**src/rtl/pkt_transmitter.sv**
```systemverilog
// pkt_transmitter: arbitrates between register-bank read replies and
// peripheral events, assembles 72-bit SpiNNaker multicast packets with odd
// parity, and hands them to the transceiver through a single registered
// valid/ready output stage.
module pkt_transmitter #(
    parameter int          PACKET_BITS    = 72,
    parameter logic [23:0] REPLY_KEY_BASE = 24'hFFFE00
) (
    input  logic                   clk,
    input  logic                   reset,

    input  logic [7:0]             rpl_addr_in,
    input  logic [31:0]            rpl_data_in,
    input  logic                   rpl_vld_in,
    output logic                   rpl_rdy_out,

    input  logic [31:0]            evt_key_in,
    input  logic [31:0]            evt_data_in,
    input  logic                   evt_pld_in,
    input  logic                   evt_vld_in,
    output logic                   evt_rdy_out,

    output logic [PACKET_BITS-1:0] pkt_data_out,
    output logic                   pkt_vld_out,
    input  logic                   pkt_rdy_in,

    output logic [1:0]             ptx_cnt_out
);

    // Packet field positions. Bits [3:2], [5] and [7:6] stay zero:
    // multicast type and no emergency-routing marking beyond the type bit.
    localparam int PARITY_BIT = 0;
    localparam int PLD_BIT    = 1;
    localparam int TYPE_BIT   = 4;
    localparam int KEY_LSB    = 8;
    localparam int PAY_LSB    = 40;

    // Which source won the most recent grant; the other one wins the next tie.
    typedef enum logic {
        GRANT_EVT = 1'b0,
        GRANT_RPL = 1'b1
    } grant_t;

    grant_t                  last_grant;
    logic                    stage_free;
    logic                    grant_rpl;
    logic                    grant_evt;
    logic                    grant_any;
    logic [PACKET_BITS-1:0]  asm_pkt_p0;

    // Forces bit 0 so that the XOR over the whole packet is 1.
    function automatic logic [PACKET_BITS-1:0] set_odd_parity(
        input logic [PACKET_BITS-1:0] body
    );
        logic [PACKET_BITS-1:0] pkt;
        pkt             = body;
        pkt[PARITY_BIT] = ~(^body[PACKET_BITS-1:1]);
        return pkt;
    endfunction

    // Lays out header, key and payload; a packet without payload carries zeros.
    function automatic logic [PACKET_BITS-1:0] build_packet(
        input logic        is_reply,
        input logic        has_pld,
        input logic [31:0] key,
        input logic [31:0] payload
    );
        logic [PACKET_BITS-1:0] body;
        body                      = '0;
        body[PLD_BIT]             = has_pld;
        body[TYPE_BIT]            = is_reply;
        body[KEY_LSB +: 32]       = key;
        body[PAY_LSB +: 32]       = has_pld ? payload : 32'h0;
        return set_odd_parity(body);
    endfunction

    // Round-robin grant, only when the output register can take a packet.
    always_comb begin
        stage_free = !pkt_vld_out || pkt_rdy_in;
        grant_rpl  = !reset && stage_free && rpl_vld_in &&
                     (!evt_vld_in || (last_grant == GRANT_EVT));
        grant_evt  = !reset && stage_free && evt_vld_in &&
                     (!rpl_vld_in || (last_grant == GRANT_RPL));
        grant_any  = grant_rpl || grant_evt;
    end

    // Source handshakes follow the grant directly so acceptance is same-cycle.
    always_comb begin
        rpl_rdy_out = grant_rpl;
        evt_rdy_out = grant_evt;
    end

    // Packet assembly for whichever source is granted this cycle.
    always_comb begin
        if (grant_rpl) begin
            asm_pkt_p0 = build_packet(1'b1, 1'b1,
                                      {REPLY_KEY_BASE, rpl_addr_in},
                                      rpl_data_in);
        end else begin
            asm_pkt_p0 = build_packet(1'b0, evt_pld_in, evt_key_in,
                                      evt_data_in);
        end
    end

    // Sent-packet pulses, classified by the type bit of the packet leaving.
    always_comb begin
        ptx_cnt_out = 2'b00;
        if (!reset && pkt_vld_out && pkt_rdy_in) begin
            if (pkt_data_out[TYPE_BIT]) begin
                ptx_cnt_out = 2'b10;
            end else begin
                ptx_cnt_out = 2'b01;
            end
        end
    end

    // Arbitration history: remember the winner of every grant.
    always_ff @(posedge clk) begin
        if (reset) begin
            last_grant <= GRANT_EVT;
        end else if (grant_rpl) begin
            last_grant <= GRANT_RPL;
        end else if (grant_evt) begin
            last_grant <= GRANT_EVT;
        end
    end

    // Output stage: load on grant (covers back-to-back handoff), drop valid
    // once the transceiver takes the packet and nothing new arrives.
    always_ff @(posedge clk) begin
        if (reset) begin
            pkt_vld_out  <= 1'b0;
            pkt_data_out <= '0;
        end else if (grant_any) begin
            pkt_vld_out  <= 1'b1;
            pkt_data_out <= asm_pkt_p0;
        end else if (pkt_rdy_in) begin
            pkt_vld_out  <= 1'b0;
        end
    end

endmodule

```
**config.mk**
```make
export PLATFORM = sky130hd
export DESIGN_NAME = pkt_transmitter
export DESIGN_NICKNAME = d
export VERILOG_FILES = /design/src/rtl/pkt_transmitter.sv
export SDC_FILE = /design/constraint.sdc
export NUM_CORES = 1
export LEC_CHECK = 0
export BUFFER_PORTS_ARGS = -buffer_cell sky130_fd_sc_hd__buf_2
export CAP_MARGIN = 30
export CORE_MARGIN = 5
export CORE_UTILIZATION = 46
export DETAILED_ROUTE_END_ITERATION = 12
export GPL_ROUTABILITY_DRIVEN = 0
export PLACE_DENSITY = 0.79
export SKIP_CTS_REPAIR_TIMING = 1
export SYNTH_ARGS = -nofsm -noshare
export SYNTH_HDL_FRONTEND = slang
export SYNTH_SLANG_ARGS = --single-unit
```
**constraint.sdc**
```tcl
create_clock -name clk -period 1.75 [get_ports clk]
set_input_delay 0.175 -clock clk [delete_from_list [all_inputs] [get_ports clk]]
set_output_delay 0.175 -clock clk [all_outputs]
set_load 0.005 [all_outputs]
```
==> impl_metrics.json, run 1 <==
{
  "status": "complete, no violations",
  "grt_remaining_overflow": 0,
  "power_density_nw_per_um2": 882.4,
  "first_global_vias": 3837,
  "tightest_slew_ns": 0.6238,
  "hold_depth": 3,
  "hold_violations": 0,
  "cts.htree.levels": 3,
  "synth_compound_area_frac": 0.1154,
  "die_w_microns": 100.6,
  "place_area_sq_um": 4842,
  "criticalPathCategory": "reg -> out",
  "synthArstFlopShare": 0,
  "yosys.area_share.xor_xnor": 0.2427,
  "cts_root_buffer": "clkbuf_8",
  "worstHoldPathType": "in -> reg",
  "fp.dieH_microns": 100.6,
  "yosys_warnings": 0,
  "min-delay-start": "evt_key_in[27]",
  "portBuffers": 181,
  "final_area_sq_um": 5157,
  "r2r_end": "pkt_data_out[13]$_SDFFE_PP0P_",
  "max_cap_viol_count": 0,
  "relSlewSlack": 0.5841,
  "ys_types": 24,
  "drc": 0,
  "coreArea_sq_um": 8093,
  "design.die.area_sq_um": 10120,
  "cts_tree": "built",
  "synth-simple-area-share": 0.2294,
  "via_per_inst": 5.289,
  "critPathLaunchType": "register",
  "arrival_ns": 1.49,
  "antennaDiodeCount": 0,
  "ant_nets": 0,
  "multiInputGateArea_sq_um": 2271,
  "synth_edf_count": 0,
  "ys_top_cells_by_area": "dfxtp_1 (36%), xnor2_1 (19%), a311oi_1 (9.3%), nand2_1 (9.2%), nand3_1 (6.1%)",
  "syn_to_final_growth_pct": 36.67,
  "start_util": 0.4663,
  "ys_seq_area_frac": 0.3607,
  "gr-usage-all-layers": 0.2276,
  "setup_violations": 0,
  "dp_hpwl_mm": 9.005,
  "cts_num_sinks": 68,
  "cp-startpoint": "pkt_vld_out$_SDFFE_PP0P_",
  "ir_worst_vdd_mv": 0.4299,
  "ys_seq_elements": 68,
  "reg2regPathDepth": 8,
  "rr_startpoint": "pkt_vld_out$_SDFFE_PP0P_",
  "clk_latency_ns": 0.34,
  "hold_ws_ns": 0.07314,
  "netlist_area_sq_um": 3774,
  "grt_pass1_wl_mm": 18.52,
  "clk_pin_slew_ns": 0.09,
  "fin_nets": 757,
  "drive_gt1_frac": 0.3528,
  "syn_avg_cell_area_sq_um": 8.063,
  "fmax_mhz": 599.9,
  "finalMaxSlewViolations": 0,
  "period_needed_ns": 1.667,
  "io_pins": 187,
  "rsz0062_at_grt": "false",
  "clk_path_buf_depth": 2,
  "cp-end-kind": "output port",
  "synth_area_leader_cell": "dfxtp_1",
  "synth_top_family_by_area": "XOR/XNOR gates",
  "num_vias": 4004,
  "wl_per_cell_microns": 16.15,
  "grt_max_degree": 61,
  "synth_top_cell_area_share": 0.3607,
  "synth_mux_area_frac": 0,
  "drt-total-wl_mm": 12.23,
  "hold-path-endpoint": "pkt_data_out[35]$_SDFFE_PP0P_",
  "n_fill_cell": 751,
  "required_ns": 1.57,
  "timing.final.crit_share": 0.9525,
  "worst-path-max-fanout": 5,
  "fin_worst_skew_ns": 0.01438,
  "antenna_found_initial": 0,
  "cts_buffers": 9,
  "synth_cells": 468,
  "synth_adder_area_share": 0,
  "rows": 33,
  "dr.pass1.iters": 5,
  "drtIter0Drc": 222,
  "synthFlopType": "dfxtp_1",
  "rrSetupSlack_ns": 0.13,
  "p_leak_nw": 2.280,
  "ff_latch_area_sq_um": 1363
}
==> final cells by class <==
cell class / count / share of cell area
Clock buffer: 9 / 0.02402
Tap cell: 105 / 0.02547
Inverter: 2 / 0.002911
Timing Repair Buffer: 206 / 0.2322
Clock inverter: 7 / 0.01092
Multi-Input combinational cell: 360 / 0.4403
Sequential cell: 68 / 0.2642
==> metal layers <==
metal  track usage  up-vias  share of wire
met2        0.3965      163           0.52
met1        0.2852     1883           0.39
met4       0.08083        0          0.024
met3       0.03391       24          0.060
li1              -     1934              -
met5             0        -              0
==> registers in the layout, summed over array words and instances (netlist names) <==
name and cells:
pkt_data_out 67, pkt_vld_out 1
==> cells by family after synthesis <==
| kind of cell | count (synthesis) |
|---|---|
| XOR/XNOR | 99 |
| other | 1 |
| flip-flops | 68 |
| AO/OA/AOI/OAI | 56 |
| buffers and inverters | 44 |
| AND/OR/NAND/NOR | 200 |
==> synth_stat cells (2+ instances only) <==
master,number
a21oi_1,10
a311oi_1,40
a31oi_1,4
buf_1,5
buf_2,3
buf_4,6
clkbuf_1,28
dfxtp_1,68
nand2_1,92
nand2b_1,3
nand3_1,46
nand3b_1,12
nor2_1,44
nor3_1,2
xnor2_1,82
xnor3_1,3
xor2_1,13
==> through the flow <==
step	total power, mW	utilization	setup slack [ns]	setup TNS (ns)	cells
final	4.551	0.6373	0.08314	0	757
after global routing	4.808	0.6373	0.02201	0	757
after CTS	4.546	0.6206	-0.1334	-0.2444	748
after detailed placement	3.343	0.5983	-0.03931	-0.03931	732
after global placement	3.313	0.5983	-0.006915	-0.006915	732
after floorplan	2.797	-	0.1564	0	472
==> worst max-delay path by stage <==
| stage | slack, ns | to |
|---|---|---|
| after detailed placement | -0.04 | pkt_data_out[0]$_SDFFE_PP0P_ |
| after global placement | -0.007 | pkt_data_out[0]$_SDFFE_PP0P_ |
| after CTS | -0.13 | evt_rdy_out |
| final | 0.08 | rpl_rdy_out |
| after global routing | 0.02 | rpl_rdy_out |
| after floorplan | 0.16 | pkt_data_out[41]$_SDFFE_PP0P_ |
==> layout by cell type (no fill, tap or decap), types with 2 or more instances in the layout <==
master / n
nor2_1: 43
xnor3_1: 3
nand3_1: 44
xnor2_1: 82
buf_2: 180
inv_6: 3
xor2_1: 13
nand2b_1: 3
a31oi_1: 4
nand3b_1: 12
buf_12: 5
nor3_1: 2
a311oi_1: 40
a21oi_1: 10
nand2_1: 92
conb_1: 5
nand3_4: 2
dfxtp_1: 67
buf_4: 18
clkinv_4: 2
clkbuf_16: 2
clkbuf_8: 9
==> critical path: stages (launching register included) <==
cell and delay (ns):
dfxtp_2 0.33, nor2b_4 0.12, nor2_2 0.16, buf_4 0.15
nand3_4 0.10, buf_12 0.14, inv_2 0.05, buf_6 0.09
==> power breakdown <==
part	total (mW)	internal, mW	switching [mW]
clock	1.20	0.532	0.666
combinational	1.59	0.859	0.729
sequential	1.77	1.69	0.0762
Power figures use the tool's default switching activity.
==> inputs of run 2 (changes only) <==
Settings changed: CORE_UTILIZATION 46 to 45, PLACE_DENSITY 0.79 to 0.83.
==> run 2 against run 1 <==
Total power is 5.2% higher; setup slack got worse by 0.0037 ns; first-iteration DRC count decreased by 1.4%; cell count did not move; sequential power about the same; die area up 2.0%; global-route usage up 0.56 points; critical path depth unchanged; clock skew is 0.0042 ns lower; hold slack lost 0.011 ns; critical endpoint unchanged; largest power group unchanged.
==> impl_metrics.json, run 2 (synthesized netlist as in run 1, its figures left out) <==
{
  "ff_latch_area_sq_um": 1363,
  "start_util": 0.4616,
  "required_ns": 1.57,
  "io_pins": 187,
  "design.die.area_sq_um": 10320,
  "fmax_mhz": 598.6,
  "drive_gt1_frac": 0.3543,
  "cts_num_sinks": 68,
  "multiInputGateArea_sq_um": 2280,
  "relSlewSlack": 0.5799,
  "via_per_inst": 5.367,
  "die_w_microns": 101.6,
  "post-route-util": 0.6362,
  "coreArea_sq_um": 8175,
  "gr-usage-all-layers": 0.2332,
  "finalMaxSlewViolations": 0,
  "portBuffers": 181,
  "hold_violations": 0,
  "antennaDiodeCount": 0,
  "setup_violations": 0,
  "drt-total-wl_mm": 12.65,
  "cts_tree": "built",
  "ant_nets": 0,
  "status": "complete, no violations",
  "cts.htree.levels": 3,
  "syn_to_final_growth_pct": 37.83,
  "cts_buffers": 9,
  "max_cap_viol_count": 0,
  "clk_pin_slew_ns": 0.08,
  "timing.final.crit_share": 0.9546,
  "fin_nets": 758,
  "worst-path-max-fanout": 5,
  "dp_hpwl_mm": 9.110,
  "antenna_found_initial": 0,
  "cp-end-kind": "output port",
  "power_density_nw_per_um2": 920.2,
  "n_fill_cell": 715,
  "tightest_slew_ns": 0.6301,
  "tns_ns": 0,
  "dr.pass1.iters": 5,
  "cts_root_buffer": "clkbuf_8",
  "grt_pass1_wl_mm": 19.00,
  "final_cell_mix": "buf_2 (180), nand2_1 (92), xnor2_1 (82), dfxtp_1 (67), nand3_1 (44)",
  "ir_worst_vdd_mv": 0.4029,
  "fin_worst_skew_ns": 0.01015,
  "drc": 0,
  "period_needed_ns": 1.671,
  "regMostFlops": "pkt_data_out",
  "clk_latency_ns": 0.35,
  "fp.dieH_microns": 101.6,
  "p_leak_nw": 2.299,
  "clk_path_buf_depth": 2,
  "final_common_cell": "buf_2",
  "p_total_mw": 4.786,
  "grt_max_degree": 68,
  "rows": 33,
  "reg.largest.list": "pkt_data_out (67), pkt_vld_out (1)",
  "num_vias": 4063,
  "worstHoldPathType": "in -> reg",
  "grt_remaining_overflow": 0,
  "first_global_vias": 3937,
  "drtIter0Drc": 219,
  "arrival_ns": 1.50,
  "critPathLaunchType": "register",
  "wl_per_cell_microns": 16.70,
  "largest_reg_flops": 67,
  "criticalPathCategory": "reg -> out"
}
run 2: cell count changes in the layout (fill, tap and decap cells not counted):
cell | previous run | this run
a311oi_1 | 40 | 39
inv_8 | 1 | 0
clkinv_4 | 2 | 3
bufinv_16 | 0 | 2
nand3_2 | 0 | 2
inv_6 | 3 | 0
a311oi_2 | 0 | 1
buf_6 | 1 | 2
nand3_4 | 2 | 1
buf_4 | 18 | 17
run 2: path summary, 6_finish.rpt:
| path | start | slack, ns | depth (start not counted) | end |
|---|---|---|---|---|
| min | evt_key_in[20] | 0.06 | 3 | pkt_data_out[28]$_SDFFE_PP0P_ |
| max reg2reg | pkt_vld_out$_SDFFE_PP0P_ | 0.12 | 8 | pkt_data_out[40]$_SDFFE_PP0P_ |
| min reg2reg | pkt_data_out[16]$_SDFFE_PP0P_ | 0.46 | 2 | pkt_data_out[16]$_SDFFE_PP0P_ |
| max | pkt_vld_out$_SDFFE_PP0P_ | 0.08 | 7 | rpl_rdy_out |
run 2: critical path, cell delays in order (launching register included):
cell,delay [ns]
dfxtp_2,0.34
nor2b_4,0.12
nor2_2,0.15
buf_6,0.13
nand3_4,0.11
buf_12,0.15
inv_2,0.05
buf_6,0.10
run 2: where the power goes:
part | switching [mW] | internal (mW) | total (mW)
Clock | 0.634 | 0.797 | 1.43
Sequential | 0.0792 | 1.69 | 1.77
Combinational | 0.738 | 0.849 | 1.59
run 2: layout make-up:
class                   instances  share of cell area
clock buffers                   9             0.02382
clock inverters                 6             0.01732
inverters                       2            0.002406
multi-input cells             361              0.4383
flip-flops and latches         68              0.2620
well taps                     105             0.02526
repair buffers                206              0.2309
run 2: per-stage QoR:
stage | instances | area, sq um | hold slack [ns] | worst slack [ns]
3_5_place_dp | 729 | 4820 | 0.4189 | -0.01877
5_1_grt | 757 | 5201 | 0.05793 | -0.01338
3_3_place_gp | 729 | 4820 | 0.4153 | 0.001918
4_1_cts | 744 | 5034 | 0.04948 | -0.2068
6_report | 757 | 5201 | 0.06183 | 0.07941
2_1_floorplan | 472 | 3789 | 0.2990 | 0.1564
run 2: routing by layer:
metal  vias to the layer above  GRT usage  wire length [microns]
li1                       1938          -                      -
met1                      1902     0.2822                   4924
met2                       183     0.3913                   6285
met3                        40    0.05716                    971
met4                         0     0.1043                    464
met5                         -          0                      0
==> inputs of run 3 (changes only) <==
--- a/constraint.sdc
+++ b/constraint.sdc
@@ -3,2 +3,2 @@
 set_output_delay 0.175 -clock clk [all_outputs]
-set_load 0.005 [all_outputs]
+set_load 0.02 [all_outputs]
==> run 3 against run 2 <==
Via count is 1.5% lower; register-to-register slack is essentially flat; routed wire length down 2.7%; sequential cell count stayed put; utilization is 0.58 points lower.
==> impl_metrics.json, run 3 (synthesized netlist as in run 1, its figures left out) <==
{
  "status": "complete, no violations",
  "drt-total-wl_mm": 12.31,
  "cp-startpoint": "pkt_vld_out$_SDFFE_PP0P_",
  "final_common_cell": "buf_2",
  "final-instance-count-excl-fill": 756,
  "via_per_inst": 5.292,
  "ir_worst_vdd_mv": 0.4814,
  "reg2regPathDepth": 8,
  "worstHoldPathType": "in -> reg",
  "arrival_ns": 1.52,
  "finalMaxSlewViolations": 0,
  "cts_root_buffer": "clkbuf_8",
  "grt_max_degree": 61,
  "final_cell_mix": "buf_2 (180), nand2_1 (92), xnor2_1 (82), dfxtp_1 (68), nand3_1 (44)",
  "largest_reg_flops": 67,
  "drc": 0,
  "num_vias": 4001,
  "slowest_delay_ns": 0.33,
  "design.die.area_sq_um": 10320,
  "cp_num_buf_inv": 3,
  "dr.pass1.iters": 5,
  "cts_buffers": 9,
  "p_leak_nw": 2.279,
  "portBuffers": 181,
  "rr_startpoint": "pkt_vld_out$_SDFFE_PP0P_",
  "final_area_sq_um": 5154,
  "cts.htree.levels": 3,
  "rows": 33,
  "power_density_nw_per_um2": 944.7,
  "criticalPathCategory": "reg -> out",
  "hold_violations": 0,
  "syn_to_final_growth_pct": 36.57,
  "wl_per_cell_microns": 16.28,
  "cp.depth": 6,
  "clk_latency_ns": 0.34,
  "dp_hpwl_mm": 9.226,
  "start_util": 0.4616,
  "drive_gt1_frac": 0.3502,
  "fin_worst_skew_ns": 0.01464,
  "relSlewSlack": 0.5698,
  "reg.largest.list": "pkt_data_out (67), pkt_vld_out (1)",
  "crit_family": "buffers and inverters",
  "regMostFlops": "pkt_data_out",
  "period_needed_ns": 1.700,
  "path_cells": "nor2b_2, nor2_2, buf_4, nand3_4, inv_1, buf_2",
  "grt_pass1_wl_mm": 18.86,
  "antenna_found_initial": 0,
  "tightest_slew_ns": 0.6453,
  "cp-end-kind": "output port",
  "timing.final.crit_share": 0.9711,
  "drtIter0Drc": 184,
  "r2r_end": "pkt_data_out[58]$_SDFFE_PP0P_",
  "clk_path_buf_depth": 2,
  "max_cap_viol_count": 0,
  "slowest_stage": "dfxtp_1",
  "setup_violations": 0,
  "io_pins": 187,
  "ant_nets": 0,
  "cts_tree": "built",
  "critPathLaunchType": "register",
  "first_global_vias": 4028,
  "fp.dieH_microns": 101.6,
  "fin_nets": 756,
  "gr-usage-all-layers": 0.2298,
  "hold_ws_ns": 0.06829,
  "clk_pin_slew_ns": 0.09,
  "worst-path-max-fanout": 7,
  "endpoint": "rpl_rdy_out",
  "rrSetupSlack_ns": 0.12,
  "dp.cells": 732,
  "die_w_microns": 101.6,
  "p_total_mw": 4.869,
  "antennaDiodeCount": 0,
  "required_ns": 1.57,
  "grt_remaining_overflow": 0,
  "fmax_mhz": 588.4,
  "coreArea_sq_um": 8175,
  "post-route-util": 0.6304,
  "cts_num_sinks": 68,
  "place_area_sq_um": 4817
}
==> run 3: layout make-up <==
type                    instances  area [sq um]
fillers                       734          3022
clock buffers                  11         151.4
well taps                     105         131.4
clock inverters                 5         60.06
multi-input cells             360          2265
repair buffers                205          1172
inverters                       2         12.51
flip-flops and latches         68          1361
==> run 3: worst min path at each step <==
stage / slack (ns) / endpoint / startpoint / depth (start not counted)
finish: 0.07 / pkt_data_out[38]$_SDFFE_PP0P_ / evt_key_in[30] / 3
global route: 0.07 / pkt_data_out[38]$_SDFFE_PP0P_ / evt_key_in[30] / 3
CTS: 0.05 / pkt_data_out[32]$_SDFFE_PP0P_ / evt_key_in[24] / 3
detailed placement: 0.42 / pkt_data_out[32]$_SDFFE_PP0P_ / evt_key_in[24] / 3
global placement: 0.41 / pkt_data_out[29]$_SDFFE_PP0P_ / evt_key_in[21] / 3
floorplan: 0.30 / pkt_data_out[28]$_SDFFE_PP0P_ / evt_key_in[20] / 2
==> run 3: layer usage <==
metal  routed length, microns  GRT usage  share of wire  up-vias
met5                        0          0              0        -
met3                      935    0.03788          0.076       31
li1                         -          -              -     1924
met1                     4910     0.2778           0.40     1861
met2                     6114     0.3984           0.50      185
met4                      348     0.1043          0.028        0
==> run 3: metrics by stage <==
| step | TNS, ns | worst slack (ns) |
|---|---|---|
| after floorplan | 0 | 0.03237 |
| after global placement | -0.007437 | -0.007437 |
| after detailed placement | -0.05326 | -0.05326 |
| after CTS | -0.2549 | -0.1383 |
| after global routing | -0.02852 | -0.01654 |
| final | 0 | 0.05049 |
==> run 3: where the power goes <==
| part | leakage (nW) | switching (mW) | internal [mW] |
|---|---|---|---|
| Clock | 0.106 | 0.635 | 0.739 |
| Sequential | 0.561 | 0.0751 | 1.69 |
| Combinational | 1.61 | 0.886 | 0.844 |
| Total | 2.28 | 1.60 | 3.27 |
==> run 3: tightest hold or removal path, stage by stage <==
cell,delay (ns)
buf_2,0.09
nand2_1,0.04
nand3_1,0.07
